===== src/rtl/rd_active_vertex_single_pkg.sv =====
// Shared widths, FSM state encoding and vertex record for the active-vertex issue stages.
// Sibling issue stages import this package so they all agree on widths and states.
package rd_active_vertex_single_pkg;

  localparam int V_ID_WIDTH             = 32;
  localparam int V_VALUE_WIDTH          = 32;
  localparam int FIRST_EDGE_BRAM_AWIDTH = 16;

  typedef enum logic [1:0] {
    IDLE  = 2'd0,
    ISSUE = 2'd1,
    DRAIN = 2'd2,
    END   = 2'd3
  } issue_state_e;

  typedef struct packed {
    logic                     push_flag;
    logic [V_ID_WIDTH-1:0]    id;
    logic [V_VALUE_WIDTH-1:0] value;
  } vertex_t;

  // The low core_id_width bits pick the core, so they are stripped before the BRAM lookup.
  function automatic logic [FIRST_EDGE_BRAM_AWIDTH-1:0] vertex_edge_addr(
    input logic [V_ID_WIDTH-1:0] id,
    input int unsigned           core_id_width
  );
    logic [V_ID_WIDTH-1:0] shifted;
    shifted = id >> core_id_width;
    return shifted[FIRST_EDGE_BRAM_AWIDTH-1:0];
  endfunction

endpackage


===== src/rtl/rd_active_vertex_single_if.sv =====
// Bus between the upstream scheduler, this issue stage and the first-edge read stage.
// The slave modport is the issue stage's view; master is the surrounding pipeline's view.
interface rd_active_vertex_single_if;
  import rd_active_vertex_single_pkg::*;

  logic                              front_push_flag;
  logic [V_ID_WIDTH-1:0]             front_active_v_id;
  logic [V_VALUE_WIDTH-1:0]          front_active_v_value;
  logic                              front_active_v_valid;
  logic                              front_iteration_end;
  logic                              front_iteration_end_valid;
  logic                              next_stage_full;
  logic                              stage_full;
  logic [FIRST_EDGE_BRAM_AWIDTH-1:0] rd_edge_addr;
  logic                              push_flag;
  logic [V_ID_WIDTH-1:0]             active_v_id;
  logic [V_VALUE_WIDTH-1:0]          active_v_value;
  logic                              rd_edge_valid;
  logic                              iteration_end;
  logic                              iteration_end_valid;

  modport slave (
    input  front_push_flag, front_active_v_id, front_active_v_value, front_active_v_valid,
    input  front_iteration_end, front_iteration_end_valid, next_stage_full,
    output stage_full, rd_edge_addr, push_flag, active_v_id, active_v_value,
    output rd_edge_valid, iteration_end, iteration_end_valid
  );

  modport master (
    output front_push_flag, front_active_v_id, front_active_v_value, front_active_v_valid,
    output front_iteration_end, front_iteration_end_valid, next_stage_full,
    input  stage_full, rd_edge_addr, push_flag, active_v_id, active_v_value,
    input  rd_edge_valid, iteration_end, iteration_end_valid
  );

endinterface


===== src/rtl/rd_active_vertex_single_active_v_issue_fifo.sv =====
// Synchronous first-word-fall-through buffer for pending active vertices.
// Writes on full and reads on empty are ignored; prog_full is registered.
module active_v_issue_fifo #(
  parameter int WIDTH  = 65,
  parameter int AWIDTH = 5,
  parameter int MARGIN = 4
) (
  input  logic              clk,
  input  logic              rst,
  input  logic              wr_en_i,
  input  logic [WIDTH-1:0]  wr_data_i,
  input  logic              rd_en_i,
  output logic [WIDTH-1:0]  rd_data_o,
  output logic              empty_o,
  output logic              full_o,
  output logic              prog_full_o,
  output logic [AWIDTH:0]   count_o
);

  localparam int              DEPTH           = 1 << AWIDTH;
  localparam logic [AWIDTH:0] FULL_LEVEL      = (AWIDTH+1)'(DEPTH);
  localparam logic [AWIDTH:0] PROG_FULL_LEVEL = (AWIDTH+1)'(DEPTH - MARGIN);

  logic [WIDTH-1:0]  mem_q [DEPTH];
  logic [AWIDTH-1:0] wr_ptr_q, wr_ptr_d;
  logic [AWIDTH-1:0] rd_ptr_q, rd_ptr_d;
  logic [AWIDTH:0]   count_q, count_d;
  logic              prog_full_q;
  logic              wr_fire, rd_fire;

  assign empty_o     = (count_q == '0);
  assign full_o      = (count_q == FULL_LEVEL);
  assign prog_full_o = prog_full_q;
  assign count_o     = count_q;
  assign rd_data_o   = mem_q[rd_ptr_q];
  assign wr_fire     = wr_en_i && !full_o;
  assign rd_fire     = rd_en_i && !empty_o;

  always_comb begin
    wr_ptr_d = wr_ptr_q;
    rd_ptr_d = rd_ptr_q;
    count_d  = count_q;
    if (wr_fire) wr_ptr_d = wr_ptr_q + AWIDTH'(1);
    if (rd_fire) rd_ptr_d = rd_ptr_q + AWIDTH'(1);
    case ({wr_fire, rd_fire})
      2'b10:   count_d = count_q + (AWIDTH+1)'(1);
      2'b01:   count_d = count_q - (AWIDTH+1)'(1);
      default: count_d = count_q;
    endcase
  end

  // prog_full tracks next occupancy so it lines up with the count it describes.
  always_ff @(posedge clk) begin
    if (rst) begin
      wr_ptr_q    <= '0;
      rd_ptr_q    <= '0;
      count_q     <= '0;
      prog_full_q <= 1'b0;
    end else begin
      wr_ptr_q    <= wr_ptr_d;
      rd_ptr_q    <= rd_ptr_d;
      count_q     <= count_d;
      prog_full_q <= (count_d >= PROG_FULL_LEVEL);
    end
  end

  always_ff @(posedge clk) begin
    if (wr_fire) mem_q[wr_ptr_q] <= wr_data_i;
  end

endmodule


===== src/rtl/rd_active_vertex_single.sv =====
// Per-core issue stage: buffers active vertices and issues first-edge BRAM read requests,
// then holds iteration_end once everything accepted for the iteration has been issued.
module rd_active_vertex_single
  import rd_active_vertex_single_pkg::*;
#(
  parameter int CORE_ID_WIDTH    = 4,
  parameter int FIFO_AWIDTH      = 5,
  parameter int PROG_FULL_MARGIN = 4
) (
  input  logic                        clk,
  input  logic                        rst,
  rd_active_vertex_single_if.slave    bus,
  output logic                        overflow_err_o
);

  issue_state_e state_q, state_d;
  vertex_t      wr_vertex, head_vertex;
  logic         fifo_empty, fifo_full, fifo_prog_full;
  logic [FIFO_AWIDTH:0] fifo_count;
  logic         pop;
  logic         end_pending_q, end_pending_d;
  logic         overflow_q, overflow_d;
  logic         valid_q, valid_d;
  logic         push_flag_q, push_flag_d;
  logic [FIRST_EDGE_BRAM_AWIDTH-1:0] addr_q, addr_d;
  logic [V_ID_WIDTH-1:0]    id_q, id_d;
  logic [V_VALUE_WIDTH-1:0] value_q, value_d;

  assign wr_vertex = '{push_flag: bus.front_push_flag,
                       id:        bus.front_active_v_id,
                       value:     bus.front_active_v_value};

  active_v_issue_fifo #(
    .WIDTH  ($bits(vertex_t)),
    .AWIDTH (FIFO_AWIDTH),
    .MARGIN (PROG_FULL_MARGIN)
  ) u_fifo (
    .clk         (clk),
    .rst         (rst),
    .wr_en_i     (bus.front_active_v_valid),
    .wr_data_i   (wr_vertex),
    .rd_en_i     (pop),
    .rd_data_o   (head_vertex),
    .empty_o     (fifo_empty),
    .full_o      (fifo_full),
    .prog_full_o (fifo_prog_full),
    .count_o     (fifo_count)
  );

  assign pop = (state_q == ISSUE) && !fifo_empty && !bus.next_stage_full;

  // IDLE also wakes on an incoming write so the first vertex sees the same latency as the rest.
  always_comb begin
    state_d = state_q;
    case (state_q)
      IDLE:  if (bus.front_active_v_valid || !fifo_empty || end_pending_q) state_d = ISSUE;
      ISSUE: if (end_pending_q && fifo_empty && !bus.front_active_v_valid) state_d = DRAIN;
      DRAIN: state_d = ((fifo_count == '0) && !bus.front_active_v_valid) ? END : ISSUE;
      END:   if (bus.front_active_v_valid) state_d = ISSUE;
      default: state_d = IDLE;
    endcase
  end

  always_comb begin
    end_pending_d = end_pending_q;
    if ((state_q == END) && (state_d != END)) end_pending_d = 1'b0;
    if (bus.front_iteration_end && bus.front_iteration_end_valid) end_pending_d = 1'b1;
    overflow_d  = overflow_q || (bus.front_active_v_valid && fifo_full);
    valid_d     = pop;
    push_flag_d = push_flag_q;
    addr_d      = addr_q;
    id_d        = id_q;
    value_d     = value_q;
    if (pop) begin
      push_flag_d = head_vertex.push_flag;
      addr_d      = vertex_edge_addr(head_vertex.id, CORE_ID_WIDTH);
      id_d        = head_vertex.id;
      value_d     = head_vertex.value;
    end
  end

  always_ff @(posedge clk) begin
    if (rst) begin
      state_q       <= IDLE;
      end_pending_q <= 1'b0;
      overflow_q    <= 1'b0;
      valid_q       <= 1'b0;
      push_flag_q   <= 1'b0;
      addr_q        <= '0;
      id_q          <= '0;
      value_q       <= '0;
    end else begin
      state_q       <= state_d;
      end_pending_q <= end_pending_d;
      overflow_q    <= overflow_d;
      valid_q       <= valid_d;
      push_flag_q   <= push_flag_d;
      addr_q        <= addr_d;
      id_q          <= id_d;
      value_q       <= value_d;
    end
  end

  // END is reachable only through DRAIN, so iteration_end never coincides with rd_edge_valid.
  assign bus.stage_full          = fifo_prog_full;
  assign bus.rd_edge_addr        = addr_q;
  assign bus.push_flag           = push_flag_q;
  assign bus.active_v_id         = id_q;
  assign bus.active_v_value      = value_q;
  assign bus.rd_edge_valid       = valid_q;
  assign bus.iteration_end       = (state_q == END);
  assign bus.iteration_end_valid = (state_q == END);
  assign overflow_err_o          = overflow_q;

endmodule


===== src/flat_wrapper.sv =====
// flat-port wrapper written by rule: the top's interface ports become plain ports
module rd_active_vertex_single_flat import rd_active_vertex_single_pkg::*;
#(
  parameter int CORE_ID_WIDTH    = 4,
  parameter int FIFO_AWIDTH      = 5,
  parameter int PROG_FULL_MARGIN = 4
)
  (clk, rst, overflow_err_o, bus_front_push_flag, bus_front_active_v_id, bus_front_active_v_value, bus_front_active_v_valid, bus_front_iteration_end, bus_front_iteration_end_valid, bus_next_stage_full, bus_stage_full, bus_rd_edge_addr, bus_push_flag, bus_active_v_id, bus_active_v_value, bus_rd_edge_valid, bus_iteration_end, bus_iteration_end_valid);
  rd_active_vertex_single_if bus_i ();
  input  logic clk;
  input  logic rst;
  output logic overflow_err_o;
  input wire logic [$bits(bus_i.front_push_flag)-1:0] bus_front_push_flag;
  input wire logic [$bits(bus_i.front_active_v_id)-1:0] bus_front_active_v_id;
  input wire logic [$bits(bus_i.front_active_v_value)-1:0] bus_front_active_v_value;
  input wire logic [$bits(bus_i.front_active_v_valid)-1:0] bus_front_active_v_valid;
  input wire logic [$bits(bus_i.front_iteration_end)-1:0] bus_front_iteration_end;
  input wire logic [$bits(bus_i.front_iteration_end_valid)-1:0] bus_front_iteration_end_valid;
  input wire logic [$bits(bus_i.next_stage_full)-1:0] bus_next_stage_full;
  output wire logic [$bits(bus_i.stage_full)-1:0] bus_stage_full;
  output wire logic [$bits(bus_i.rd_edge_addr)-1:0] bus_rd_edge_addr;
  output wire logic [$bits(bus_i.push_flag)-1:0] bus_push_flag;
  output wire logic [$bits(bus_i.active_v_id)-1:0] bus_active_v_id;
  output wire logic [$bits(bus_i.active_v_value)-1:0] bus_active_v_value;
  output wire logic [$bits(bus_i.rd_edge_valid)-1:0] bus_rd_edge_valid;
  output wire logic [$bits(bus_i.iteration_end)-1:0] bus_iteration_end;
  output wire logic [$bits(bus_i.iteration_end_valid)-1:0] bus_iteration_end_valid;
  assign bus_i.front_push_flag = bus_front_push_flag;
  assign bus_i.front_active_v_id = bus_front_active_v_id;
  assign bus_i.front_active_v_value = bus_front_active_v_value;
  assign bus_i.front_active_v_valid = bus_front_active_v_valid;
  assign bus_i.front_iteration_end = bus_front_iteration_end;
  assign bus_i.front_iteration_end_valid = bus_front_iteration_end_valid;
  assign bus_i.next_stage_full = bus_next_stage_full;
  assign bus_stage_full = bus_i.stage_full;
  assign bus_rd_edge_addr = bus_i.rd_edge_addr;
  assign bus_push_flag = bus_i.push_flag;
  assign bus_active_v_id = bus_i.active_v_id;
  assign bus_active_v_value = bus_i.active_v_value;
  assign bus_rd_edge_valid = bus_i.rd_edge_valid;
  assign bus_iteration_end = bus_i.iteration_end;
  assign bus_iteration_end_valid = bus_i.iteration_end_valid;
  rd_active_vertex_single #(.CORE_ID_WIDTH(CORE_ID_WIDTH), .FIFO_AWIDTH(FIFO_AWIDTH), .PROG_FULL_MARGIN(PROG_FULL_MARGIN)) u_core (.clk(clk), .rst(rst), .bus(bus_i), .overflow_err_o(overflow_err_o));
endmodule

===== config.mk =====
export PLATFORM = sky130hd
export DESIGN_NAME = rd_active_vertex_single_flat
export DESIGN_NICKNAME = d
export VERILOG_FILES = /design/src/rtl/rd_active_vertex_single_pkg.sv /design/src/rtl/rd_active_vertex_single_if.sv /design/src/rtl/rd_active_vertex_single_active_v_issue_fifo.sv /design/src/rtl/rd_active_vertex_single.sv /design/src/flat_wrapper.sv
export SDC_FILE = /design/constraint.sdc
export NUM_CORES = 2
export LEC_CHECK = 0
export BUFFER_PORTS_ARGS = -buffer_cell sky130_fd_sc_hd__buf_2
export CAP_MARGIN = 30
export CELL_PAD_IN_SITES_DETAIL_PLACEMENT = 0
export CELL_PAD_IN_SITES_GLOBAL_PLACEMENT = 1
export CORE_AREA = 2 2 481 602
export CTS_BUF_LIST = sky130_fd_sc_hd__clkbuf_16
export DETAILED_ROUTE_END_ITERATION = 10
export DIE_AREA = 0 0 483 604
export PLACE_DENSITY_LB_ADDON = 0.1
export RECOVER_POWER = 25
export SETUP_SLACK_MARGIN = 0.5
export SLEW_MARGIN = 10
export SYNTH_ARGS = -nofsm -noshare
export SYNTH_HDL_FRONTEND = slang
export SYNTH_SLANG_ARGS = --single-unit

===== constraint.sdc =====
create_clock -name clk -period 7.35 [get_ports clk]
set_input_delay 0.735 -clock clk [delete_from_list [all_inputs] [get_ports clk]]
set_output_delay 0.735 -clock clk [all_outputs]
set_load 0.02 [all_outputs]

==> After elaboration in Yosys (flattened, before gate mapping) <==
Memories as Yosys holds them, arrays and structs flattened. A register that Yosys moved wholly into a read port is not among the register bits.
Cells that the tools add are included.
{ "classes": {"n_addsub": 4, "multipliers": 0, "div_mod_pow": 0, "order_cmp": 1, "eq_ne": 7, "shift": 0, "n_mux": 12, "bitwise_logic": 0, "n_reduce_logical": 20} }
{ "op_table": {"columns": ["operator", "count"], "rows": [
  ["$pmux W6 S2", 1],
  ["$add A5 B1 Y5 const B", 2],
  ["$logic_and A1 B1 Y1", 10],
  ["$mux W5", 2],
  ["$mux W2", 4],
  ["$pmux W2 S4", 1],
  ["$add A6 B1 Y6 const B", 1],
  ["$eq A2 B2 Y1 const B", 3],
  ["$eq A6 B6 Y1 const B", 1],
  ["$ge A6 B5 Y1 const B", 1],
  ["$logic_not A6 Y1", 1],
  ["$sub A6 B1 Y6 const B", 1],
  ["$eq A2 B1 Y1 const B", 2],
  ["$logic_not A1 Y1", 4],
  ["$mux W1", 4],
  ["$logic_or A1 B1 Y1", 3],
  ["$logic_not A2 Y1", 1],
  ["$ne A2 B2 Y1 const B", 1],
  ["$reduce_bool A2 Y1", 1]
]} }
{ "word_totals": {"register_bits": 103, "latch_bits": 0, "mem_bits_rw": 2080, "mem_bits_ro": 0, "in_bits": 71, "out_inout_bits": 86, "word_cells": 57, "memories": 1} }
{ "memory_table": {"columns": ["memory", "depth", "width", "read_ports", "rd_clocked_by_memory_dff", "wr", "line", "text"], "rows": [
  ["u_core.u_fifo.mem_q", 32, 65, 1, 1, 1, "rd_active_vertex_single_active_v_issue_fifo.sv:24", "logic [WIDTH-1:0] mem_q [DEPTH];"]
]} }

==> Depth between registers and ports, before layout <==
{ "depth": {"word_depth": 10, "mapped_depth": 13, "ltp_nobuf": 11} }

==> Modules after synthesis <==
From an unflattened synthesis, not the netlist that was laid out.
{ "hier_totals": {"hier_cells": 3545, "area_unflattened_um2": 82559.2} }
{ "modules_own_cells": {"columns": ["module", "instances", "cells_each", "area_each_um2", "seq_area_each_um2"], "rows": [
  ["active_v_issue_fifo", 1, 3221, 79973.0, 62900.3],
  ["rd_active_vertex_single", 1, 324, 2586.2, 1401.3]
]} }

==> Worst setup path after synthesis <==
OpenSTA, ideal clock, no wires.
{ "synth_path": {"kind": "input-to-reg", "from": "in bus_front_active_v_valid", "to": "mem u_core.u_fifo.mem_q[15][0], enable pin", "setup_time_ps": 489, "arrival_ps": 4285, "t_required_ps": 6861, "setup_slack_ps": 2576, "stages": 3, "n_path_buf": 0, "cell_sequence": "a21boi_1 nand2_1 nor2_1"} }
{ "synth_via": {"elab_chain_len": 3} }
{ "synth_rtl": {"columns": ["item", "line", "text"], "rows": [
  ["start, declared", "flat_wrapper.sv:16", "input wire logic [$bits(bus_i.front_active_v_valid)-1:0] bus_front_active_v_valid;"],
  ["$logic_and A1 B1 Y1", "rd_active_vertex_single_active_v_issue_fifo.sv:36", "assign wr_fire = wr_en_i && !full_o;"],
  ["$mux W1", "rd_active_vertex_single_active_v_issue_fifo.sv:68", "if (wr_fire) mem_q[wr_ptr_q] <= wr_data_i;"],
  ["$mux W1 (not written as such)", "rd_active_vertex_single_active_v_issue_fifo.sv:68", null],
  ["end, declared", "rd_active_vertex_single_active_v_issue_fifo.sv:24", null]
]} }
No other way between the ends.

==> Worst setup path in the final report <==
{ "layout_path": {"from": "reg u_core.u_fifo.count_q[1], in the netlist u_core.u_fifo.count_o[1]", "to": "mem u_core.u_fifo.mem_q[15][0], enable pin"} }
{ "layout_via": {"elab_chain_len": 5} }
{ "layout_rtl": {"columns": ["item", "line", "text"], "rows": [
  ["start, declared", "rd_active_vertex_single_active_v_issue_fifo.sv:27", "logic [AWIDTH:0] count_q, count_d;"],
  ["start signal, assigned", "rd_active_vertex_single_active_v_issue_fifo.sv:62", "count_q <= count_d;"],
  ["$eq A6 B6 Y1", "rd_active_vertex_single_active_v_issue_fifo.sv:32", "assign full_o = (count_q == FULL_LEVEL);"],
  ["$logic_not A1 Y1", "rd_active_vertex_single_active_v_issue_fifo.sv:36", null],
  ["$logic_and A1 B1 Y1", "rd_active_vertex_single_active_v_issue_fifo.sv:36", null],
  ["$mux W1", "rd_active_vertex_single_active_v_issue_fifo.sv:68", null],
  ["$mux W1 (not written as such)", "rd_active_vertex_single_active_v_issue_fifo.sv:68", null]
]} }
No other way between the ends.

==> results_dict.tcl <==
set metrics [dict create \
    relSlewSlack_pct -25.7 \
    gp_congestion 0.710 \
    yosysSeqAreaShare_pct 78.0 \
    grt_pass1_wl_um 346000 \
    cp-end-kind "flop" \
    syn_nets 3885 \
    remaining_drc_errors 0 \
    wirelength_um 249000 \
    antenna_left 0 \
    yosysWarnings 0 \
    root_buffer "clkbuf_16" \
    cts_inserted_buffers 235 \
    grt_antenna_before_repair 22 \
    critPathKind "reg -> reg" \
    fin_tns_setup_ns 0 \
    clock.fmax_ghz 0.276 \
    vias_per_cell 4.86 \
    holdBufCountCts 0 \
    routedWlPerCell_um 30.9 \
    holdWs_ns 0.153 \
    holdPathStages 3 \
    dieHeight_um 604 \
    cp_data_required_time_ns 7.84 \
    fp-row-count 220 \
    path_max_fanout 28 \
    synthTopCellsByArea "edfxtp_1 (76%), mux4_2 (11%), mux2i_1 (4.8%)" \
    status "complete, but fails checks" \
    pin_count 157 \
    synth_commonest_cells "edfxtp_1 (2080), mux2i_1 (393), mux4_2 (389), a22oi_1 (117), clkbuf_1 (116)" \
    report.power.total_mw 27.8 \
    pre_cts_slack_ns 3.21 \
    vdd_ir_drop_max_v 0.000178 \
    post_cts_resized 0 \
    die-area_sq_um 292000 \
    grt.total_usage_pct 16.8 \
    critPathLaunchType "flop" \
    firstDrtPassIters 5 \
    hold_viol 0 \
    fin_skew_ns 0.0680 \
    numPortBuffers 156 \
    period_share_pct 49.3 \
    synth_seq_cells 2172 \
    leakage_nw 28.3 \
    first_global_vias 41247 \
    synthFlopType "edfxtp_1" \
    die_w_um 483 \
    maxCapViolations 28 \
    synth_edf_count 2080 \
    crit_arrival_ns 4.11 \
    stdcell_count 8044 \
    area.growth.synth_to_final_pct 16.0 \
    yosys.area.top_type "edfxtp_1" \
    nFillCells 27090 \
    post-dp-hpwl_um 143000 \
    drtIter0Drc 3009 \
    synth-async-reset-ratio_pct 0 \
    path_clk_slew_ns 0.06 \
    nets 4151 \
    place_inst 7609 \
    clock_latency_ns 0.90 \
    yosysUniqueCellTypes 46 \
    setup_viol 0 \
    cts_tree "built" \
    fin_crit_ns 3.62 \
    initial_core_util_pct 28.8 \
    syn_area_sq_um 82500 \
    ctsHtreeMaxLevel 4 \
    worst_pin_slew_ns 1.88 \
    power_density_nw_per_um2 290 \
    rsz0062_at_grt "false" \
    final_max_slew_viol_count 889 \
    hp-class "in -> reg" \
    grt_max_degree 127 \
    fin_ws_ns 3.73 \
    synthCells 3806 \
    cts.sinks 2172 \
    coreArea_sq_um 286000 \
    yosysMostFrequentCell "edfxtp_1" \
    drive_gt1_share_pct 24.3 \
    synth_top_cell_area_share_pct 75.7 \
    ff2ff_path_depth 6 \
    vias 39111 \
    syn_avg_cell_area_sq_um 21.7 \
    violations "capacitance limit, slew limit" \
    grt-ovfl-total 0 \
    ctsLongestPathBuffers 4 \
    post_cts_buffers 0 \
]
through the flow:
| step | util [%] | cell area, sq um |
|---|---|---|
| after floorplan | - | 82500 |
| after global placement | 30.8 | 88300 |
| after detailed placement | 30.9 | 88400 |
| after CTS | 33.4 | 95700 |
| after global routing | 33.4 | 95600 |
| final | 33.4 | 95600 |
registers in the layout, indices dropped and copies added (netlist names), named ones only:
signal	flops
u_core.bus.active_v_id	32
u_core.bus.active_v_value	32
u_core.bus.push_flag	1
u_core.bus.rd_edge_valid	1
u_core.end_pending_q	1
u_core.overflow_err_o	1
u_core.state_q	2
u_core.u_fifo.count_o	6
u_core.u_fifo.mem_q	2080
u_core.u_fifo.prog_full_o	1
u_core.u_fifo.rd_ptr_q	5
u_core.u_fifo.wr_ptr_q	5
worst max-delay path, stage by stage (launching register included):
cell and delay, ns:
dfxtp_1 0.54, nor4_1 0.15, a21boi_1 0.23, buf_4 0.22, nand2_1 0.51, nor2_4 0.87, buf_4 0.57
area by class of cell:
cell class                      count  area [sq um]  share of cell area, %
Clock inverter                    193          1290                   1.35
Clock buffer                      239          5980                   6.25
Sequential cell                  2172         64300                   67.2
Timing Repair Buffer              265          1920                   2.01
Inverter                            6          22.5                 0.0235
Multi-Input combinational cell   1392         17400                   18.2
Tap cell                         3774          4720                   4.94
Antenna cell                        3          7.51                0.00785
report_power, final:
| group | switching (mW) | internal, mW |
|---|---|---|
| sequential | 0.176 | 13.8 |
| clock | 4.91 | 6.43 |
| combinational | 1.50 | 0.996 |
| total | 6.58 | 21.2 |
worst paths after layout:
path         slack, ns                     startpoint                          to
max reg2reg       3.73       u_core.u_fifo.count_o[1]  u_core.u_fifo.mem_q[15][0]
min               0.15  bus_front_iteration_end_valid        u_core.end_pending_q
min reg2reg       0.50      u_core.u_fifo.rd_ptr_q[1]                        flop
max               3.73       u_core.u_fifo.count_o[1]  u_core.u_fifo.mem_q[15][0]
cell usage in the layout, fill, tap and decap left out, types with 57 or more instances in the layout:
cell | synthesis | routed
a22oi_1 | 117 | 117
a32oi_1 | 57 | 57
buf_2 | 72 | 114
buf_4 | 23 | 81
clkbuf_16 | 0 | 239
dfxtp_1 | 92 | 88
edfxtp_1 | 2080 | 2080
inv_1 | 5 | 73
mux2_2 | 65 | 65
mux2i_1 | 393 | 393
mux4_2 | 389 | 389
nand2_1 | 75 | 75
o211ai_1 | 113 | 113
metal layers:
layer  GRT usage, %  wire length, um
met4           3.28             4230
met5              0               34
met3           2.40            10800
met1           22.5           108000
met2           29.0           125000
kinds of logic after synthesis:
family | after synthesis | synth area share, %
AOI/OAI and AO/OA | 348 | 3.25
DFF | 2172 | 78.0
adders and majority gates | 8 | 0.121
buffers and inverters | 242 | 1.32
xor gates and xnor gates | 15 | 0.159
muxes | 847 | 16.3
and+or+nand+nor | 174 | 0.913
No activity file was read; power rests on OpenSTA's default activity.
